File: config.mk
export PLATFORM = sky130hd
export DESIGN_NAME = rs_cmd_gen
export DESIGN_NICKNAME = d
export VERILOG_FILES = /design/src/rtl/rs_cmd_pkg.sv /design/src/rtl/debounce_sync.sv /design/src/rtl/rs_cmd_gen.sv
export SDC_FILE = /design/constraint.sdc
export NUM_CORES = 1
export LEC_CHECK = 0
export CAP_MARGIN = 20
export CORE_AREA = 2 2 48 50
export DETAILED_ROUTE_END_ITERATION = 7
export DIE_AREA = 0 0 50 52
export PLACE_DENSITY = 0.78
export SYNTH_ARGS = -nofsm -noshare
export SYNTH_HDL_FRONTEND = slang
export SYNTH_SLANG_ARGS = --single-unit
File: constraint.sdc
create_clock -name clk -period 1.5 [get_ports clk]
set_input_delay 0.3 -clock clk [delete_from_list [all_inputs] [get_ports clk]]
set_output_delay 0.3 -clock clk [all_outputs]
set_load 0.03 [all_outputs]
File: src/rtl/rs_cmd_pkg.sv
// rs_cmd_pkg
//   Shared definitions for the RS flip-flop command generator:
//   - state_t : FSM state encoding (IDLE, DRIVE_S, DRIVE_R, GAP)
//   - pend_t  : one-deep pending-slot / command codes (NONE, SET, CLR)
//   - next_cmd: picks the command to launch from this cycle's events and
//               the pending slot (a fresh event beats the stored one).
package rs_cmd_pkg;

  typedef enum logic [1:0] {
    IDLE    = 2'd0,
    DRIVE_S = 2'd1,
    DRIVE_R = 2'd2,
    GAP     = 2'd3
  } state_t;

  typedef enum logic [1:0] {
    NONE = 2'd0,
    SET  = 2'd1,
    CLR  = 2'd2
  } pend_t;

  // Set and clear events are already mutually exclusive here; a
  // simultaneous pair is filtered out as a conflict before this point.
  function automatic pend_t next_cmd(input logic set_ev,
                                     input logic clr_ev,
                                     input pend_t pend);
    if (set_ev)      return SET;
    else if (clr_ev) return CLR;
    else             return pend;
  endfunction

endpackage

File: src/rtl/debounce_sync.sv
// debounce_sync
//   Two-flop synchronizer followed by a level debouncer for one raw
//   asynchronous request line.
// Ports:
//   clk   : system clock
//   rst   : synchronous active-high reset
//   din   : raw asynchronous level
//   level : debounced level
//   rise  : one-cycle pulse, registered together with a 0->1 level flip
module debounce_sync #(
  parameter int DEBOUNCE_CYCLES = 4
) (
  input  logic clk,
  input  logic rst,
  input  logic din,
  output logic level,
  output logic rise
);

  localparam int CW = $clog2(DEBOUNCE_CYCLES + 1);
  // The flip happens on the edge where the count would reach
  // DEBOUNCE_CYCLES, so the stored count never exceeds DEBOUNCE_CYCLES-1.
  localparam logic [CW-1:0] CNT_LAST = CW'(DEBOUNCE_CYCLES - 1);

  logic          r_sync1;
  logic          r_sync2;
  logic          r_level;
  logic          r_rise;
  logic [CW-1:0] r_cnt;

  // NOTE: sequential state uses non-blocking assignments so every flop
  // samples the pre-edge value of the others (the sync chain relies on it).
  always_ff @(posedge clk) begin
    if (rst) begin
      r_sync1 <= 1'b0;
      r_sync2 <= 1'b0;
      r_level <= 1'b0;
      r_rise  <= 1'b0;
      r_cnt   <= '0;
    end else begin
      r_sync1 <= din;
      r_sync2 <= r_sync1;
      r_rise  <= 1'b0;
      if (r_sync2 == r_level) begin
        // Any agreeing sample restarts the qualification window.
        r_cnt <= '0;
      end else if (r_cnt == CNT_LAST) begin
        r_level <= ~r_level;
        r_rise  <= ~r_level;
        r_cnt   <= '0;
      end else begin
        r_cnt <= r_cnt + CW'(1);
      end
    end
  end

  assign level = r_level;
  assign rise  = r_rise;

endmodule

File: src/rtl/rs_cmd_gen.sv
// rs_cmd_gen
//   Turns two raw asynchronous request lines into clean, fixed-width S/R
//   pulses for an RS flip-flop. Each pulse lasts PULSE_CYCLES cycles and is
//   followed by one hold cycle (S=R=0). S and R are never high together.
// Ports:
//   clk      : system clock
//   rst      : synchronous active-high reset
//   set_req  : raw asynchronous set request (level)
//   clr_req  : raw asynchronous clear request (level)
//   S        : set pulse to the flip-flop
//   R        : reset pulse to the flip-flop
//   busy     : high from the first drive cycle through the gap cycle
//   conflict : one-cycle flag, set and clear events arrived together
import rs_cmd_pkg::*;

module rs_cmd_gen #(
  parameter int DEBOUNCE_CYCLES = 4,
  parameter int PULSE_CYCLES    = 2
) (
  input  logic clk,
  input  logic rst,
  input  logic set_req,
  input  logic clr_req,
  output logic S,
  output logic R,
  output logic busy,
  output logic conflict
);

  localparam int PW = (PULSE_CYCLES > 1) ? $clog2(PULSE_CYCLES) : 1;
  localparam logic [PW-1:0] P_LAST = PW'(PULSE_CYCLES - 1);

  logic    w_set_level;
  logic    w_set_rise;
  logic    w_clr_level;
  logic    w_clr_rise;
  logic    w_set_ev;
  logic    w_clr_ev;
  logic    w_conflict;
  pend_t   w_cmd;

  state_t  r_state;
  pend_t   r_pend;
  logic [PW-1:0] r_pcnt;
  logic    r_s;
  logic    r_r;
  logic    r_busy;
  logic    r_conflict;

  debounce_sync #(.DEBOUNCE_CYCLES(DEBOUNCE_CYCLES)) u_set_db (
    .clk   (clk),
    .rst   (rst),
    .din   (set_req),
    .level (w_set_level),
    .rise  (w_set_rise)
  );

  debounce_sync #(.DEBOUNCE_CYCLES(DEBOUNCE_CYCLES)) u_clr_db (
    .clk   (clk),
    .rst   (rst),
    .din   (clr_req),
    .level (w_clr_level),
    .rise  (w_clr_rise)
  );

  // A rise pulse always coincides with the level being high; qualifying
  // with the level keeps the event definition explicit.
  assign w_set_ev   = w_set_rise & w_set_level & ~(w_clr_rise & w_clr_level);
  assign w_clr_ev   = w_clr_rise & w_clr_level & ~(w_set_rise & w_set_level);
  assign w_conflict = w_set_rise & w_set_level & w_clr_rise & w_clr_level;

  // NOTE: combinational logic gets a full assignment on every path so no
  // latch is inferred; next_cmd returns a value in every branch.
  always_comb begin
    w_cmd = next_cmd(w_set_ev, w_clr_ev, r_pend);
  end

  always_ff @(posedge clk) begin
    if (rst) begin
      r_state    <= IDLE;
      r_pend     <= NONE;
      r_pcnt     <= '0;
      r_s        <= 1'b0;
      r_r        <= 1'b0;
      r_busy     <= 1'b0;
      r_conflict <= 1'b0;
    end else begin
      r_conflict <= w_conflict;
      case (r_state)
        // The gap cycle may launch the next command directly, so commands
        // can be spaced PULSE_CYCLES+1 cycles apart.
        IDLE, GAP: begin
          r_pcnt <= '0;
          r_s    <= 1'b0;
          r_r    <= 1'b0;
          if (w_cmd == SET) begin
            r_state <= DRIVE_S;
            r_s     <= 1'b1;
            r_busy  <= 1'b1;
            r_pend  <= NONE;
          end else if (w_cmd == CLR) begin
            r_state <= DRIVE_R;
            r_r     <= 1'b1;
            r_busy  <= 1'b1;
            r_pend  <= NONE;
          end else begin
            r_state <= IDLE;
            r_busy  <= 1'b0;
          end
        end
        DRIVE_S, DRIVE_R: begin
          // Last single event wins; a conflicting pair leaves the slot alone.
          if (w_set_ev)      r_pend <= SET;
          else if (w_clr_ev) r_pend <= CLR;
          if (r_pcnt == P_LAST) begin
            r_state <= GAP;
            r_s     <= 1'b0;
            r_r     <= 1'b0;
          end else begin
            r_pcnt <= r_pcnt + PW'(1);
          end
        end
        default: begin
          r_state <= IDLE;
          r_s     <= 1'b0;
          r_r     <= 1'b0;
          r_busy  <= 1'b0;
        end
      endcase
    end
  end

  assign S        = r_s;
  assign R        = r_r;
  assign busy     = r_busy;
  assign conflict = r_conflict;

endmodule
Word level (Yosys, flattened, before mapping)
Index checks and enable logic that the tools add are counted.

cells by class
  $add $sub $neg = 3
  $mul = 0
  div/mod/pow operators = 0
  magnitude comparators = 0
  equal/unequal tests = 11
  shift-type cells = 0
  multiplexer cells = 18
  bitwise operators = 14
  reduce and logical (&&, ||, !) cells = 9

operators with widths
  kind                                                 number
  two-way mux 2 bit                                    7
  OR reduction 3 bit                                   4
  NOT 1 bit                                            8
  case mux 2 bit (2 select lines)                      2
  adder 3 x 1 -> 3 bit, second input constant          2
  AND 1 bit                                            6
  equality test 2 bit, second input constant           3
  equality test 3 x 2 -> 1 bit, second input constant  2
  two-way mux 1 bit                                    6
  case mux 1 bit (2 select lines)                      3
  equality test 2 x 1 -> 1 bit, second input constant  2
  AND reduction 2 bit                                  2
  OR reduction 2 bit                                   2
  inequality test 3 bit, second input constant         1
  equality test 1 bit                                  2
  logical NOT 2 bit                                    1
  inequality test 2 bit, second input constant         1
  adder 1 bit, second input constant                   1

storage, ports and cells
  register bits after elaboration = 23
  latch bits = 0
  RAM bits = 0
  memory bits (read-only) = 0
  input port bits = 4
  output and inout bits = 4
  logic and storage cells = 72
  memories kept = 0

Longest topological paths before layout
  depth in word-level cells = 9
  mapped depth = 7
  depth with buffers taken out = 7

Hierarchy
From an unflattened synthesis, not the netlist that was laid out.

unflattened totals
  cell total of the unflattened synthesis = 86
  area, all modules = 914.6 µm²

by module, submodules not included
  module         instances  cells each  area each (µm²)  seq. area each (µm²)
  debounce_sync  2          19          244.0            140.1
  rs_cmd_gen     1          48          426.7            180.2

Worst setup path after synthesis
OpenSTA, ideal clock, no wires.

  path kind = register to register
  start = register u_clr_db.r_level, in the netlist u_clr_db.level
  end = register r_state[1]
  setup time = 0.128 ns
  data arrival time = 1.451 ns
  required time = 1.372 ns
  slack = -0.078 ns
  stages on the path, launching flop included = 7
  buffers on the path = 0
  clock period less this slack = 1.578 ns
  cells stage by stage = dfxtp_1 -> and3_2 -> or2_2 -> ha_1 -> mux2_2 -> o22ai_1 -> nor2_1

on the way
  cells in the longest elaborated chain, start to end = 8
  elaborated cells between the ends (all ways) = 11
  those cells by class = eq/ne (2); mux (5); bitwise (4)

ends and longest elaborated chain
  what                                            line                                source
  from (decl)                                     debounce_sync.sv:27                 logic r_level;
  from (signal assigned)                          debounce_sync.sv:48                 r_level <= ~r_level;
  AND 1 bit (*)                                   rs_cmd_gen.sv:68, rs_cmd_gen.sv:69
  AND 1 bit or NOT 1 bit (tied branches)          rs_cmd_gen.sv:69, rs_cmd_gen.sv:68
  two-way mux 2 bit or AND 1 bit (tied branches)  --
  two-way mux 2 bit (*)                           --
  equality test 2 bit                             rs_cmd_gen.sv:101                   end else if (w_cmd == CLR) begin
  two-way mux 2 bit                               rs_cmd_gen.sv:101
  two-way mux 2 bit (*)                           rs_cmd_gen.sv:96                    if (w_cmd == SET) begin
  case mux 2 bit (2 select lines) (*)             rs_cmd_gen.sv:89                    case (r_state)
  to (signal assigned)                            rs_cmd_gen.sv:97                    r_state <= DRIVE_S;
  to (signal assigned)                            rs_cmd_gen.sv:102                   r_state <= DRIVE_R;
  to (signal assigned)                            rs_cmd_gen.sv:107                   r_state <= IDLE;
  to (decl)                                       rs_cmd_gen.sv:42                    state_t r_state;

Mark *: on every way between the ends. The rest lies on a longest branch, timed or not.
A chain may end at the register's enable or synchronous reset.

Final worst setup path
Same ends and word-level chain as after synthesis.

==> metrics <==
synthesized area approximately 950 um2; max-slew violations 0; via/cell ratio around 4.8; CORE AREA approximately 0.0021 mm2; most frequent cells in the layout dfxtp_1 (19), nor2_1 (9), nand2_1 (7), buf_4 (7), ha_1 (5); distinct cell type count after synthesis 30; mux cell area share after synthesis 0.0433; vias in the first global route around 630; DRT Wirelength between 1000 and 1500 um; Clock transition at path regs approximately 120 ps; max-cap violations 0; GPL Wtd Cong 0.759; Setup Viol. Count Final 1; layout cells sized above 1 0.311; largest net degree at the start of global routing 14; CTS HTree Levels 1; initial antenna violation count 0; first-pass GRT wire length ~2600 um; Critical Path AT ~1700 ps; dpl hpwl roughly 1100 um; CTS root buf clkbuf_4; IO Port Bufs 7; fill cell count slightly below 200; Worst Hold Class flop to flop; CP max FO 4; Power Density 1460 mW/mm2; area occupied by multi-input gates between 500 and 600 um2; Storage cell area between 400 and 500 um2; # nets final 117; crit path capture type flop; Max IR drop VDD around 0.75 mV; register area share after synthesis 0.482; buffer levels on the longest clock path 2; largest family of logic cells by synthesized area simple AND/OR/NAND/NOR gates; ranking of synthesized cells by area dfxtp_1 (48%), ha_1 (7.9%), nor2_1 (3.5%); DIE AREA ~0.0026 mm2; crit path time final 1510 ps; Crit Path Category flop to flop; area delta synth->final 22.7%; Clk Latency, worst-skew pair roughly 300 ps; Die Y roughly 52 um; synthesis-stage register bit count 23; pre-CTS setup slack -9.56 ps; Yosys top cell by area dfxtp_1; Die Wd roughly 50 um; syn_area_per_cell ~10 um2; final cell count without fillers between 100 and 150; Hold Fails Final Rpt 0; FP Rows 17; Synth Area in Simple Gates 0.207; hold_buf cts 0; Ports 8; gr usage total 0.137; placed insts 128; Synth Area in XOR/XNOR 0.0642; status complete, but fails checks; setup ws final -5.10 ps; Req. time, crit path around 1700 ps; vias roughly 640; Adder-Cell Fraction of Synth Area 0.0786; Final period util 1.00; Fin Clk Skew about 5.5 ps; clock sink total 23; Lkg Pwr ~0.00045 uW; Initial Utilization 0.453; Synth top area share 0.482; DR pass1 iterations 1; Antenna Violating Nets Remaining 0; Compound-Gate Fraction of Synth Area 0.0799; failing checks setup timing; RSZ-0062 raised after global routing yes; most common cell after layout, fill and taps aside dfxtp_1; Mapped Nets 102; CTS tree built; Cells after Synth 92; DRC 0; CTS buffer count 3; gr ovfl total 0; drt wl/cell 11.0 um; drt initial violations 0; relative slew slack 0.724; Max Fclk about 660 MHz; Ant. Diodes 0; Synthesis Warnings 0; measured slew at the worst slew-check pin 414 ps; crit start category flop
per-stage QoR:
stage | setup TNS, ps | power [uW] | util | hold slack [ps] | instance area (um2)
4_1_cts | 0 | 1690 | 0.538 | 428 | 1130
3_5_place_dp | -9.56 | 1400 | 0.518 | 410 | 1090
2_1_floorplan | 0 | 1300 | - | 396 | 976
6_report | -5.10 | 1700 | 0.556 | 425 | 1170
5_1_grt | -69.0 | 1810 | 0.556 | 458 | 1170
3_3_place_gp | 0 | 1370 | 0.518 | 405 | 1090
cells in the mapped netlist:
cell      instances
mux2i_1           3
and2_1            1
nor3_1            2
nand3b_1          2
o21bai_1          1
xnor2_1           2
ha_1              6
nor2_2            3
buf_2             1
xor2_2            1
o31a_1            1
a311oi_1          1
and3_2            1
or3_4             2
a211oi_1          2
dfxtp_1          23
and4bb_2          1
o22ai_1           1
inv_1             4
mux2_2            1
xnor2_4           1
buf_4             1
a21oi_1           6
nor2b_1           4
nand2_1           8
buf_6             1
buf_1             1
nor4bb_1          1
nor2_1            9
or2_2             1
path summary, 6_finish.rpt:
path / to / cells past startpoint / slack, ps / startpoint
max: r_state[1] / 6 / -5 / u_clr_db.level
min: u_set_db.r_cnt[0] / 1 / 430 / u_set_db.r_cnt[0]
max reg2reg: r_state[1] / 6 / -5 / u_clr_db.level
min reg2reg: u_set_db.r_cnt[0] / 1 / 430 / u_set_db.r_cnt[0]
critical path, cell delays in order (launching register included):
cell and delay [ps]:
dfxtp_4 380, and3_4 170, or2_4 250, ha_4 160
mux2_2 260, o22ai_2 140, nor2_1 50
area by class of cell:
class,instances,share of cell area
Multi-Input combinational cell,61,0.434
Sequential cell,23,0.400
Timing Repair Buffer,14,0.100
Tap cell,28,0.0299
Clock buffer,3,0.0192
Inverter,4,0.0128
Clock inverter,1,0.00427
power by group:
| part | internal [uW] | leakage [uW] | total, uW | switching, uW |
|---|---|---|---|---|
| clock | 99.5 | 0.0000177 | 276 | 176 |
| combinational | 325 | 0.000246 | 609 | 283 |
| sequential | 695 | 0.000190 | 820 | 125 |
state kept, by name, summed over array words and instances, names as in the netlist:
name,count
u_clr_db.r_cnt,3
u_clr_db.rise,1
u_set_db.r_cnt,3
r_pend,2
u_set_db.level,1
r_pcnt,1
r_state,2
conflict,1
u_clr_db.level,1
u_clr_db.r_sync1,1
u_clr_db.r_sync2,1
busy,1
R,1
S,1
u_set_db.r_sync1,1
u_set_db.r_sync2,1
u_set_db.rise,1
logic make-up after synthesis:
group,count (synthesis)
xor gates and xnor gates,4
AOI/OAI and AO/OA,12
muxes,4
DFF,23
adders and majority gates,6
and+or+nand+nor,35
buffers and inverters,8
layer usage:
layer,vias up,track usage,share of wire
met3,4,0.0345,0.030
met2,9,0.263,0.52
met4,0,0.0833,0.018
met5,-,0,0
met1,289,0.128,0.43
li1,336,-,-
timing repair:
item,4_1_cts,5_1_grt
pin swaps,0,2
buffers inserted,1,1
endpoints found under the setup margin,5,4
resized for setup,8,7
(Power assumes the default switching activity.)
==> patch 1: new RTL, config.mk and constraints unchanged <==
`DEBOUNCE_CYCLES` is set to 4 in 2 places; all go to 8.
--- a/src/rtl/debounce_sync.sv
+++ b/src/rtl/debounce_sync.sv
@@ -9,5 +9,5 @@
 //   rise  : one-cycle pulse, registered together with a 0->1 level flip
 module debounce_sync #(
-  parameter int DEBOUNCE_CYCLES = 4
+  parameter int DEBOUNCE_CYCLES = 8
 ) (
   input  logic clk,
--- a/src/rtl/rs_cmd_gen.sv
+++ b/src/rtl/rs_cmd_gen.sv
@@ -15,5 +15,5 @@
 
 module rs_cmd_gen #(
-  parameter int DEBOUNCE_CYCLES = 4,
+  parameter int DEBOUNCE_CYCLES = 8,
   parameter int PULSE_CYCLES    = 2
 ) (
Function: changed (Yosys sat finds a counterexample within 10 cycles, from zero or initial values and one cycle with rst high).
==> patch 1 against the original RTL <==
- sequential cell count increased by 2
- routed wire length grew 23%
- sequential power barely moved
- non-clock buffer count rose by 3
- critical path depth up 1
- combinational power is 3% higher
- global-route usage grew 2.0 points
- area after synthesis increased by 3.3%
- total power up 1.8%
- final area up 5.3%
- worst setup slack gained 7.2 ps
- critical path type unchanged
==> patch 1: results (changes against the original RTL) <==
| Metric | Value |
|---|---|
| Clock transition at the registers of the reported paths | `130 ps` |
| Transition time at the pin with the least slew margin | `497 ps (+83.1 ps)` |
| Leakage power figure | `0.525 nW (+16%)` |
| Drt initial violations | `5 (+5)` |
| Via count of the routed design | `726 (+14%)` |
| Number of nets in the layout | `126 (+7.7%)` |
| Number of port buffers | `7 (unchanged)` |
| All-Layer GR Usage | `0.157 (+0.0204)` |
| Class of the tightest hold or removal check | `reg2reg` |
| Total Wirelength | `1810 um (+23%)` |
| Worst Hold Path EP | `u_clr_db.r_sync2$_SDFF_PP0_` |
| Cell at the root of the clock tree | `clkbuf_4` |
| Buffers inserted by post-CTS timing repair | `0 (-1)` |
| Fraction of power consumed by sequential logic | `0.471 (-0.010)` |
| Number of cell instances on the worst register-to-register path | `7 (+1)` |
| Routability congestion estimate from global placement | `0.759 (about the same)` |
| Family with the most delay on the worst path | `flip-flops` |
| Critical path launch point | `u_set_db.level$_SDFFE_PP0P_` |
| H-Tree Level Count | `1 (unchanged)` |
| Endpoint of the worst-slack reg-to-reg timing path | `r_state[1]$_SDFFE_PP0P_` |
| Warning count from the yosys run | `0 (unchanged)` |
| Number of flops mapped to enable cells by yosys | `0 (unchanged)` |
| Largest cells by area after synthesis | `dfxtp_1, xor2_1, ha_1` |
| Proportion of layout cells with a drive suffix above 1 | `0.274 (-0.0378)` |
| Largest stage delay, worst path | `380 ps (about the same)` |
| Switch share | `0.334 (-0.00864)` |
| Crit-path max FO | `3 (-1)` |
| Final-report hold violation count | `0 (unchanged)` |
| CP arrival | `about 1700 ps` |
| Clock network latency to the later pin of the worst-skew pair | `320 ps (+20 ps)` |
| Global-route wire length before repair | `3050 um (+18%)` |
| CTS Buf Count | `3 (unchanged)` |
| Max VDD drop | `779 uV (+3.6%)` |
| Syn nets | `107 (+4.9%)` |
| Fill cell count | `178 (-10%)` |
| Reg-to-reg setup timing slack | `roughly 2.1 ps` |
| Slowest cell on the critical path | `dfxtp_2` |
| Type of destination of the critical path | `flip-flop` |
| Min-delay src | `u_clr_db.r_sync1$_SDFF_PP0_` |
| Antenna violations before repair | `0 (unchanged)` |
| Largest net degree at the start of global routing | `15 (+1)` |
| Largest buffer count on any clock path | `2 (unchanged)` |
| Worst hold path cell count | `1 (unchanged)` |
| Share of power burned in combinational logic | `0.361 (+0.004)` |
| Final antenna diode count | `0 (unchanged)` |
| Reported combinational group power | `0.000626 W (+3%)` |
| Final setup TNS | `0 ps (+5.10 ps)` |
| Outcome | `finished, final reports clean` |
| Top cells by count, synth | `dfxtp_1, nor2_1, nand2_1` |
| Placed wire-length estimate | `1190 um (+9.3%)` |
| Final Skew | `10.9 ps (+5.40 ps)` |
| Number of global-route vias before repair | `714 (+14%)` |
| Top flop regs | `u_clr_db.r_cnt: 4 flops, u_set_db.r_cnt: 4 flops` |
| Pre-antenna DRT Iters | `4 (+3)` |
| Distinct cells, synth | `27 (-10%)` |
| Tightest hold margin | `452 ps (+27.3 ps)` |
| Portion of the post-synthesis area used by sequential elements | `0.508 (+0.0253)` |
-- patch 1: layer usage --
metal / part of all wire / up-vias / global-route usage
met5: 0 / - / 0
met4: 0.025 / 0 / 0.0833
met3: 0.030 / 4 / 0.0259
met2: 0.51 / 14 / 0.289
met1: 0.44 / 336 / 0.172
li1: - / 372 / -
-- patch 1: final cells by class --
cell class,count,area share
multi-input cells,69,0.422
clock buffers,3,0.0183
repair buffers,17,0.114
well taps,28,0.0284
flip-flops and latches,25,0.408
inverters,2,0.00609
clock inverters,1,0.00406
-- patch 1: cell families after synthesis --
group,after synthesis,share of synthesized area
fa+ha+maj,4,0.0508
compound gates,13,0.0863
flops,25,0.508
xor+xnor,7,0.0622
buf+inv,5,0.0267
mux,4,0.0419
simple gates,41,0.225
-- patch 1: metrics by stage --
stage                     setup slack [ps]  std cells  area, um^2
after floorplan                       6.60         99         987
after global placement               -71.4        140        1140
after detailed placement              -153        140        1140
after CTS                             6.70        144        1170
after global routing                 -63.3        145        1230
final                                 2.09        145        1230
==> patch 2: new RTL, config.mk and constraints unchanged <==
Made on the original files. The 3 values of `pend_t` get a one-hot encoding in 3 bits.
--- a/src/rtl/rs_cmd_pkg.sv
+++ b/src/rtl/rs_cmd_pkg.sv
@@ -14,8 +14,8 @@
   } state_t;
 
-  typedef enum logic [1:0] {
-    NONE = 2'd0,
-    SET  = 2'd1,
-    CLR  = 2'd2
+  typedef enum logic [2:0] {
+    NONE = 3'b001,
+    SET  = 3'b010,
+    CLR  = 3'b100
   } pend_t;
 
Function: same outputs for any inputs over 10 cycles, from zero or initial values and one cycle with rst high; not proved beyond that.
==> patch 2 against the original RTL <==
- sequential cell count is 1 higher
- clock skew is 0.57 ps higher
- cell count is 2.2% lower
- highest routed layer unchanged
- routed wire length is 0.81% lower
- final area is 9.3% lower
- area after synthesis is 3.7% lower
- worst setup slack better by 130 ps
- largest cell class is now registers
- hold slack better by 2.1 ps
Power is not compared: it rests on default switching activity, and its combinational part moved more than twofold at a synthesized area within 25%.
==> patch 2: results (changes against the original RTL) <==
| Metric | Value |
|---|---|
| CP arrival | `1080 ps (-640 ps)` |
| Proportion of layout cells with a drive suffix above 1 | `0.126 (-0.185)` |
| Final setup TNS | `0 ps (+5.10 ps)` |
| Routed vias/inst | `5.04 (+5.8%)` |
| Multiplexer area fraction after synthesis | `0.0218 (-0.0215)` |
| Dpl ws | `94.8 ps (+104 ps)` |
| Clock network latency to the later pin of the worst-skew pair | `320 ps (+20 ps)` |
| Global-route wire length before repair | `2500 um (-3.5%)` |
| Family with the most delay on the worst path | `buffers and inverters` |
| Area after DPL | `1030 um^2 (-5.5%)` |
| Routability congestion estimate from global placement | `0.773 (+1.7%)` |
| Top flop regs | `r_pend: 3 flops, u_clr_db.r_cnt: 3 flops, u_set_db.r_cnt: 3 flops` |
| CTS resizes | `4 (-4)` |
| Drt initial violations | `11 (+11)` |
| Number of global-route vias before repair | `588 (-6.4%)` |
| All-Layer GR Usage | `0.131 (-0.00574)` |
| Crit-path max FO | `2 (-2)` |
| Outcome | `finished, final reports clean` |
| Pre-antenna DRT Iters | `4 (+3)` |
| Number of cells after detailed placement | `127 (-0.78%)` |
| Top cells by count, synth | `dfxtp_1, nor2_1, a21oi_1` |
| Number of nets in the layout | `112 (-4.3%)` |
| Buffers inserted by post-CTS timing repair | `0 (-1)` |
| Final Skew | `6.11 ps (+0.572 ps)` |
| Synth Area in Adders | `0.0544 (-0.0242)` |
| Largest stage delay, worst path | `400 ps (+20 ps)` |
| Largest cells by area after synthesis | `dfxtp_1, nor2_1, ha_1` |
| Total Wirelength | `1460 um (-0.81%)` |
| Placed wire-length estimate | `1080 um (-0.51%)` |
patch 2: path summary, 6_finish.rpt:
path	startpoint	endpoint
max reg2reg	u_clr_db.r_cnt[0]$_SDFF_PP0_	u_clr_db.r_cnt[0]$_SDFF_PP0_
max	R$_SDFFE_PP0P_	R
min reg2reg	u_set_db.r_cnt[0]$_SDFF_PP0_	u_set_db.r_cnt[0]$_SDFF_PP0_
min	u_set_db.r_cnt[0]$_SDFF_PP0_	u_set_db.r_cnt[0]$_SDFF_PP0_
patch 2: cell type report:
type | count | area (um^2) | area share
Sequential cell | 24 | 480 | 0.452
Clock buffer | 4 | 36.3 | 0.0342
Inverter | 4 | 15.0 | 0.0141
Tap cell | 28 | 35.0 | 0.0330
Timing Repair Buffer | 9 | 80.1 | 0.0754
Multi-Input combinational cell | 62 | 415 | 0.391
patch 2: routing by layer:
layer  global-route usage  vias up  part of all wire
met1                0.166      307              0.51
met4               0.0972        0             0.022
li1                     -      339                 -
met2                0.191       10              0.44
met3               0.0345        4             0.031
met5                    0        -                 0
